## src/rtl/drvr_fifo_fwft_pkg.sv

```systemverilog
// Shared definitions for the driver/bus staging logic: default sizes and the
// modulo pointer increment used by FIFOs, arbiter wrappers and tester top.
package drvr_bus_pkg;

  localparam int BITS_DEFAULT  = 256;
  localparam int DEPTH_DEFAULT = 16;

  // Wraps depth-1 back to 0 with an explicit compare so any depth >= 2 works.
  function automatic int unsigned ptr_inc(input int unsigned ptr, input int unsigned depth);
    return (ptr == depth - 1) ? 0 : ptr + 1;
  endfunction

endpackage

```

## src/rtl/drvr_fifo_fwft_if.sv

```systemverilog
// Producer/consumer handshake bundle for one driver staging FIFO.
interface drvr_fifo_fwft_if
  import drvr_bus_pkg::*;
#(
  parameter int bits  = BITS_DEFAULT,
  parameter int depth = DEPTH_DEFAULT
) ();

  logic                           push;
  logic [bits-1:0]                D_push;
  logic                           pop;
  logic [bits-1:0]                D_pop;
  logic                           pndng;
  logic                           full;
  logic [$clog2(depth+1)-1:0]     count;
  logic                           overflow;
  logic                           underflow;

  modport master (
    output push, D_push, pop,
    input  D_pop, pndng, full, count, overflow, underflow
  );

  modport slave (
    input  push, D_push, pop,
    output D_pop, pndng, full, count, overflow, underflow
  );

endinterface

```

## src/rtl/drvr_fifo_fwft_wrap_ptr.sv

```systemverilog
// Registered FIFO pointer that advances on enable and wraps modulo depth.
module fifo_wrap_ptr
  import drvr_bus_pkg::*;
#(
  parameter int depth = DEPTH_DEFAULT,
  parameter int PW    = $clog2(depth)
) (
  input  logic          i_clk,
  input  logic          i_rst_n,
  input  logic          i_en,
  output logic [PW-1:0] o_ptr
);

  logic [PW-1:0] r_ptr;

  always_ff @(posedge i_clk or negedge i_rst_n) begin
    if (!i_rst_n)  r_ptr <= '0;
    else if (i_en) r_ptr <= PW'(ptr_inc(32'(r_ptr), depth));
  end

  assign o_ptr = r_ptr;

endmodule

```

## src/rtl/drvr_fifo_fwft.sv

```systemverilog
// First-word-fall-through staging FIFO between a channel tester and the bus arbiter.
// Status flags are registered from next-state values; D_pop is the registered head.
module drvr_fifo_fwft
  import drvr_bus_pkg::*;
#(
  parameter int bits  = BITS_DEFAULT,
  parameter int depth = DEPTH_DEFAULT
) (
  input  logic            clk,
  input  logic            reset,
  drvr_fifo_fwft_if.slave bus
);

  localparam int PW = $clog2(depth);
  localparam int CW = $clog2(depth + 1);

  logic [bits-1:0] r_mem [0:depth-1];
  logic [CW-1:0]   r_count;
  logic            r_pndng;
  logic            r_full;
  logic            r_overflow;
  logic            r_underflow;

  logic            w_rd_en;
  logic            w_wr_en;
  logic [PW-1:0]   w_rd_ptr;
  logic [PW-1:0]   w_wr_ptr;
  logic [CW-1:0]   w_count_nxt;

  // A pop frees a slot in the same edge, so a full FIFO may still accept a push.
  assign w_rd_en = bus.pop & r_pndng;
  assign w_wr_en = bus.push & (~r_full | w_rd_en);

  fifo_wrap_ptr #(.depth(depth), .PW(PW)) u_rd_ptr (
    .i_clk   (clk),
    .i_rst_n (reset),
    .i_en    (w_rd_en),
    .o_ptr   (w_rd_ptr)
  );

  fifo_wrap_ptr #(.depth(depth), .PW(PW)) u_wr_ptr (
    .i_clk   (clk),
    .i_rst_n (reset),
    .i_en    (w_wr_en),
    .o_ptr   (w_wr_ptr)
  );

  always_comb begin
    w_count_nxt = r_count;
    if (w_wr_en && !w_rd_en)      w_count_nxt = r_count + CW'(1);
    else if (w_rd_en && !w_wr_en) w_count_nxt = r_count - CW'(1);
  end

  always_ff @(posedge clk or negedge reset) begin
    if (!reset) begin
      r_count     <= '0;
      r_pndng     <= 1'b0;
      r_full      <= 1'b0;
      r_overflow  <= 1'b0;
      r_underflow <= 1'b0;
    end else begin
      r_count <= w_count_nxt;
      r_pndng <= (w_count_nxt != '0);
      r_full  <= (w_count_nxt == CW'(depth));
      if (bus.push && !w_wr_en) r_overflow  <= 1'b1;
      if (bus.pop && !r_pndng)  r_underflow <= 1'b1;
    end
  end

  // Storage carries no reset; only occupancy decides what is visible.
  always_ff @(posedge clk) begin
    if (w_wr_en) r_mem[w_wr_ptr] <= bus.D_push;
  end

  assign bus.D_pop     = r_pndng ? r_mem[w_rd_ptr] : '0;
  assign bus.pndng     = r_pndng;
  assign bus.full      = r_full;
  assign bus.count     = r_count;
  assign bus.overflow  = r_overflow;
  assign bus.underflow = r_underflow;

endmodule

```

## src/flat_wrapper.sv

```systemverilog
// flat-port wrapper written by rule: the top's interface ports become plain ports
module drvr_fifo_fwft_flat import drvr_bus_pkg::*;
#(
  parameter int bits  = BITS_DEFAULT,
  parameter int depth = DEPTH_DEFAULT
)
  (clk, reset, bus_push, bus_D_push, bus_pop, bus_D_pop, bus_pndng, bus_full, bus_count, bus_overflow, bus_underflow);
  drvr_fifo_fwft_if #(.bits(bits), .depth(depth)) bus_i ();
  input  logic clk;
  input  logic reset;
  input wire logic [$bits(bus_i.push)-1:0] bus_push;
  input wire logic [$bits(bus_i.D_push)-1:0] bus_D_push;
  input wire logic [$bits(bus_i.pop)-1:0] bus_pop;
  output wire logic [$bits(bus_i.D_pop)-1:0] bus_D_pop;
  output wire logic [$bits(bus_i.pndng)-1:0] bus_pndng;
  output wire logic [$bits(bus_i.full)-1:0] bus_full;
  output wire logic [$bits(bus_i.count)-1:0] bus_count;
  output wire logic [$bits(bus_i.overflow)-1:0] bus_overflow;
  output wire logic [$bits(bus_i.underflow)-1:0] bus_underflow;
  assign bus_i.push = bus_push;
  assign bus_i.D_push = bus_D_push;
  assign bus_i.pop = bus_pop;
  assign bus_D_pop = bus_i.D_pop;
  assign bus_pndng = bus_i.pndng;
  assign bus_full = bus_i.full;
  assign bus_count = bus_i.count;
  assign bus_overflow = bus_i.overflow;
  assign bus_underflow = bus_i.underflow;
  drvr_fifo_fwft #(.bits(bits), .depth(depth)) u_core (.clk(clk), .reset(reset), .bus(bus_i));
endmodule
```

## config.mk

```make
export PLATFORM = sky130hd
export DESIGN_NAME = drvr_fifo_fwft_flat
export DESIGN_NICKNAME = d
export VERILOG_FILES = /design/src/rtl/drvr_fifo_fwft_pkg.sv /design/src/rtl/drvr_fifo_fwft_if.sv /design/src/rtl/drvr_fifo_fwft_wrap_ptr.sv /design/src/rtl/drvr_fifo_fwft.sv /design/src/flat_wrapper.sv
export SDC_FILE = /design/constraint.sdc
export NUM_CORES = 2
export LEC_CHECK = 0
export ABC_CLOCK_PERIOD_IN_PS = 20700
export CORE_MARGIN = 4
export CORE_UTILIZATION = 55
export CTS_CLUSTER_SIZE = 12
export DETAILED_ROUTE_END_ITERATION = 8
export PLACE_DENSITY_LB_ADDON = 0.1
export SYNTH_ARGS = -nofsm -noshare
export SYNTH_HDL_FRONTEND = slang
export SYNTH_SLANG_ARGS = --single-unit
```

## constraint.sdc

```tcl
create_clock -name clk -period 20.7 [get_ports clk]
set_clock_uncertainty 0.05 [all_clocks]
set_input_delay 3.105 -clock clk [delete_from_list [all_inputs] [get_ports clk]]
set_output_delay 3.105 -clock clk [all_outputs]
set_load 0.005 [all_outputs]
```

# Word level (Yosys, flattened, before mapping)
# Memories as Yosys holds them, arrays and structs flattened.
# Index checks and enable logic that the tools add are counted.
[totals] ff_bits=17 mem_bits_rw=4096 inputBits=260 output_inout_bits=265 word_cells=34 memories=1
[op_classes] add_sub_neg=4 n_eq_ne=3 n_mux=7 bitwise_logic=4 reduce_logical=8
[memory_table] memory="u_core.r_mem" words=16 width=256 read_ports=1 rd_clocked_by_memory_dff=0 wr=1 line_no="drvr_fifo_fwft.sv:17" text="logic [bits-1:0] r_mem [0:depth-1];"
[op_table] op="256-bit two-way mux" n=1
[op_table] op="5-bit two-way mux" n=2
[op_table] op="4-bit by 1-bit adder with 4-bit output, second input constant" n=2
[op_table] op="4-bit equality test, second input constant" n=2
[op_table] op="4-bit two-way mux" n=2
[op_table] op="5-bit by 1-bit adder with 5-bit output, second input constant" n=1
[op_table] op="5-bit equality test, second input constant" n=1
[op_table] op="5-bit nonzero test" n=1
[op_table] op="5-bit by 1-bit subtractor with 5-bit output, second input constant" n=1
[op_table] op="1-bit logical AND" n=4
[op_table] op="1-bit logical NOT" n=3
[op_table] op="1-bit AND" n=2
[op_table] op="1-bit two-way mux" n=2
[op_table] op="1-bit NOT" n=1
[op_table] op="1-bit bitwise OR" n=1

# Longest topological paths before layout
[depth] word_depth=8 ltp_mapped=8 mapped_depth_nobuf=6

# Hierarchy
# Synthesis repeated with hierarchy kept, for this count alone.
[hier_totals] cells_unflattened=7036 area_unflattened_um2=156043.4
[modules_own_cells] module="drvr_fifo_fwft" instances=1 cells_each=7002 area_per_inst_um2=155683.1 seq_area_each_um2=123223.2
[modules_own_cells] module="fifo_wrap_ptr" instances=2 cells_each=17 area_per_inst_um2=180.2 seq_area_each_um2=100.1

# Least setup slack after synthesis
# No wires, ideal clock.
[synth_path] path_type="input-to-reg" startpoint="input bus_pop" endpoint="memory u_core.r_mem[7][0] in the netlist's numbering (enable)" setup_ns=1.239 arrival_ns=22.344 t_required_ns=19.411 slack_ns=-2.933 path_stages=4 path_buffers=0 path_cell_list="nand2_2 a21boi_0 nand2_1 nor3b_1"
[synth_via] elab_chain_cells=5
[synth_lines] element="start: declaration" line_no="flat_wrapper.sv:13" text="input wire logic [$bits(bus_i.pop)-1:0] bus_pop;"
[synth_lines] element="1-bit AND" line_no="drvr_fifo_fwft.sv:31" text="assign w_rd_en = bus.pop & r_pndng;"
[synth_lines] element="1-bit bitwise OR" line_no="drvr_fifo_fwft.sv:32" text="assign w_wr_en = bus.push & (~r_full | w_rd_en);"
[synth_lines] element="1-bit AND" line_no="drvr_fifo_fwft.sv:32"
[synth_lines] element="1-bit two-way mux" line_no="drvr_fifo_fwft.sv:72" text="if (w_wr_en) r_mem[w_wr_ptr] <= bus.D_push;"
[synth_lines] element="1-bit two-way mux (implied by the code)" line_no="drvr_fifo_fwft.sv:72"
[synth_lines] element="end: declaration" line_no="drvr_fifo_fwft.sv:17"
# Every way passes these cells.

# Worst setup path in the final report
[layout_path] startpoint="register u_core.u_rd_ptr.r_ptr[0] (netlist: u_core.u_rd_ptr.o_ptr[0])" endpoint="output bus_D_pop[172]"
[layout_via] elab_chain_cells=2
[layout_lines] element="start: declaration" line_no="drvr_fifo_fwft_wrap_ptr.sv:14" text="logic [PW-1:0] r_ptr;"
[layout_lines] element="start signal: assignment" line_no="drvr_fifo_fwft_wrap_ptr.sv:18" text="else if (i_en) r_ptr <= PW'(ptr_inc(32'(r_ptr), depth));"
[layout_lines] element="memory 16 x 256 bit"
[layout_lines] element="256-bit two-way mux" line_no="drvr_fifo_fwft.sv:75" text="assign bus.D_pop = r_pndng ? r_mem[w_rd_ptr] : '0;"
[layout_lines] element="end: declaration" line_no="flat_wrapper.sv:14" text="output wire logic [$bits(bus_i.D_pop)-1:0] bus_D_pop;"
# Every way passes these cells.

==> metrics <==
status=finished, final reports clean; Final Hold Viols=0; largest net degree at the start of global routing=about 150; core region area=between 200000 and 300000 µm²; clock tree buffer depth=4; Die Footprint=291800 µm²; post-synthesis register bit count=a little over 4000; PortBufs=524; cell count after synthesis=about 7000; Filler Cells Inserted=around 19000; slowest CP cell=dfrtp_4; FP Rows=between 150 and 200; Num Clock Sinks=about 4100; Hold Path Class=reg -> reg; Reg clk slew, reported paths=60 ps; worst slew pin tran=around 1200 ps; drt pass-1 iters=5; Clock Latency Late Sink=a little over 900 ps; # resized after CTS=0; Most common cell on crit path=buf_4; Area contributors post-synth=edfxtp_1 79%, mux4_2 11%, a211oi_1 2.5%; period utilization=0.5030; First DRT Iteration DRCs=about 8000; Crit Path Category=reg -> out; LEAKAGE=~0.055 µW; Data required, critical path=17550 ps; initial cell density of the core=0.5524; relative slew slack=0.1612; ys async rst share=0.004133; Max FO, Critical Path=66; max cap viols=0; CP Data Arrival Time=approximately 7300 ps; gr ovfl total=0; Yosys top cell area share=0.7895; ANT nets after route=0; Syn Std Cell Area=~160000 µm²; H-tree depth=5; Primary FF master, synth=edfxtp_1; Nets=8118; Mapped Nets=~7500; crit-path max cell delay=1080 ps; Final Max Tran Viols=0; layout cells sized above 1=0.1750; # DRC=0; Worst setup EP type=output pin; initial antenna violation count=89; DP Wirelength=189.9 mm; placed instance area=around 170000 µm²; Vias=roughly 77000; Max VDD drop=between 0.1 and 0.15 mV; All-Layer GR Usage=0.2627; Peak Freq=about 0.096 GHz; Syn-to-layout area delta=13.91%; first-pass GRT wire length=~560 mm; wire per inst=approximately 32 µm; total CTS buffers=about 420; count of cell types in the netlist=48; CTS tree=built; number of flops mapped to enable cells by yosys=around 4000; final WL=385.9 mm; Ports=525; setup TNS=0 ps; register area share after synthesis=0.7923; crit path launch type=register; Post-CTS Setup Repair Bufs=0; vias in the first global route=~80000; Tmin final=approximately 10000 ps; crit-path leading delay family=buffers and inverters; gpl congestion=approximately 0.74; post-route cell area=177500 µm²; Die Span X=approximately 540 µm; # setup viols final=0; pwr/cell area=141.6 nW/µm²; mean area per synthesized cell=around 22 µm²; hold_buf cts=0; die outline height=between 500 and 600 µm; Synth warnings=0; CP cell instances=buf_4 -> buf_4 -> buf_4 -> buf_4 -> a211oi_1 -> a211oi_1 -> a21oi_1 -> o21ai_1 -> clkdlybuf4s50_1; vias per cell=between 6 and 7; dominant cell type by area after synthesis=edfxtp_1; Crit path buffers/inverters=5; Clock Root Buffer=clkbuf_16; RSZ-0062 raised after global routing=false
[synth_stat cells, types with 2 or more instances]
cell and count:
ha_1 7, or4_1 3, edfxtp_1 4096, buf_1 32, dfrtp_1 17, nor2b_1 258, and2_1 7, xnor2_1 3
and4_1 3, buf_4 31, inv_1 6, buf_2 123, nand2_1 12, a22oi_1 256, buf_6 12, a21oi_1 258
mux2i_1 256, o21ai_1 190, a211oi_1 512, clkbuf_1 231, nor2_1 4, xor2_1 3, and3_1 7, a21o_1 2
mux4_2 768, nand3_1 4, o21ai_0 71
[kinds of logic (layout without fill, tap and decap cells)]
group | count (synthesis) | after routing | synth area share
DFF | 4113 | 4113 | 0.7923
buffers and inverters | 436 | 1363 | 0.01284
other | 0 | 44 | 0
adders and majority gates | 7 | 7 | 0.0005622
and+or+nand+nor | 308 | 308 | 0.01220
muxes | 1024 | 1024 | 0.1275
xor gates and xnor gates | 6 | 6 | 0.0003374
AOI/OAI and AO/OA | 1299 | 1299 | 0.05433
[cells in the final DEF, fill, tap and decap left out, drive strengths merged, types with 4 or more instances in the layout]
cell and instances:
bufinv 14, edfxtp 4096, a211oi 512, clkbuf 551, buf 147, and2 7, nor2 4, mux2i 256
o21ai 261, and3 7, diode 44, ha 7, dfrtp 17, inv 16, a22oi 256, a21oi 258
clkinv 111, nand2 13, nor2b 258, mux4 768, clkdlybuf4s50 524, nand3 4
[flip-flops by register name (all words and copies together) (netlist names)]
signal	cells
u_core.bus.underflow	1
u_core.bus.full	1
u_core.bus.pndng	1
u_core.bus.count	5
u_core.u_rd_ptr.o_ptr	4
u_core.bus.overflow	1
u_core.r_mem	4096
u_core.u_wr_ptr.o_ptr	4
[routing by layer]
metal  wire (µm)  vias up  track usage
li1            -    31870            -
met3       31160      595      0.05511
met2      187400     3155       0.4175
met4       11790       42      0.08592
met5         269        -     0.004110
met1      155400    41270       0.3692
[layout make-up]
cell class,count,area [µm²],share of cell area
Sequential cell,4113,123400,0.6955
Multi-Input combinational cell,2644,30470,0.1717
Clock buffer,551,11110,0.06260
Timing Repair Buffer,671,6599,0.03718
Tap cell,3743,4683,0.02639
Clock inverter,135,1031,0.005810
Antenna cell,44,110.1,0.0006205
Inverter,6,30.03,0.0001692
[worst paths after layout]
kind                                     startpoint                  endpoint  slack (ps)  cells after the start
setup reg to reg                   u_core.bus.pndng      u_core.r_mem[0][147]       14970                      8
setup / recovery           u_core.u_rd_ptr.o_ptr[0]            bus_D_pop[172]       10290                      9
hold reg to reg                u_core.bus.underflow      u_core.bus.underflow         420                      1
max in group asynchronous                     reset  u_core.u_rd_ptr.o_ptr[1]       17410                      1
hold / removal                 u_core.bus.underflow      u_core.bus.underflow         420                      1
min in group asynchronous                     reset          u_core.bus.pndng        2600                      1
[report_power, final]
| part | internal [µW] | switching (µW) | total, µW | leakage (µW) |
|---|---|---|---|---|
| clock | 3900 | 2950 | 6850 | 0.00590 |
| sequential | 9910 | 171 | 10100 | 0.0372 |
| combinational | 3420 | 4770 | 8200 | 0.0118 |
| total | 17200 | 7900 | 25100 | 0.0549 |
[stage by stage]
stage | cells | setup slack [ps] | total power, µW | hold slack [ps] | util
after floorplan | 7193 | 5276 | 15010 | 401.0 | -
final | 11910 | 10290 | 25120 | 424.5 | 0.6292
after detailed placement | 11180 | 11170 | 18500 | 413.3 | 0.5858
after global placement | 11180 | 11190 | 18450 | 394.9 | 0.5858
after CTS | 11860 | 10140 | 25350 | 426.7 | 0.6288
after global routing | 11880 | 9604 | 26210 | 455.6 | 0.6290
(Power assumes the default switching activity.)
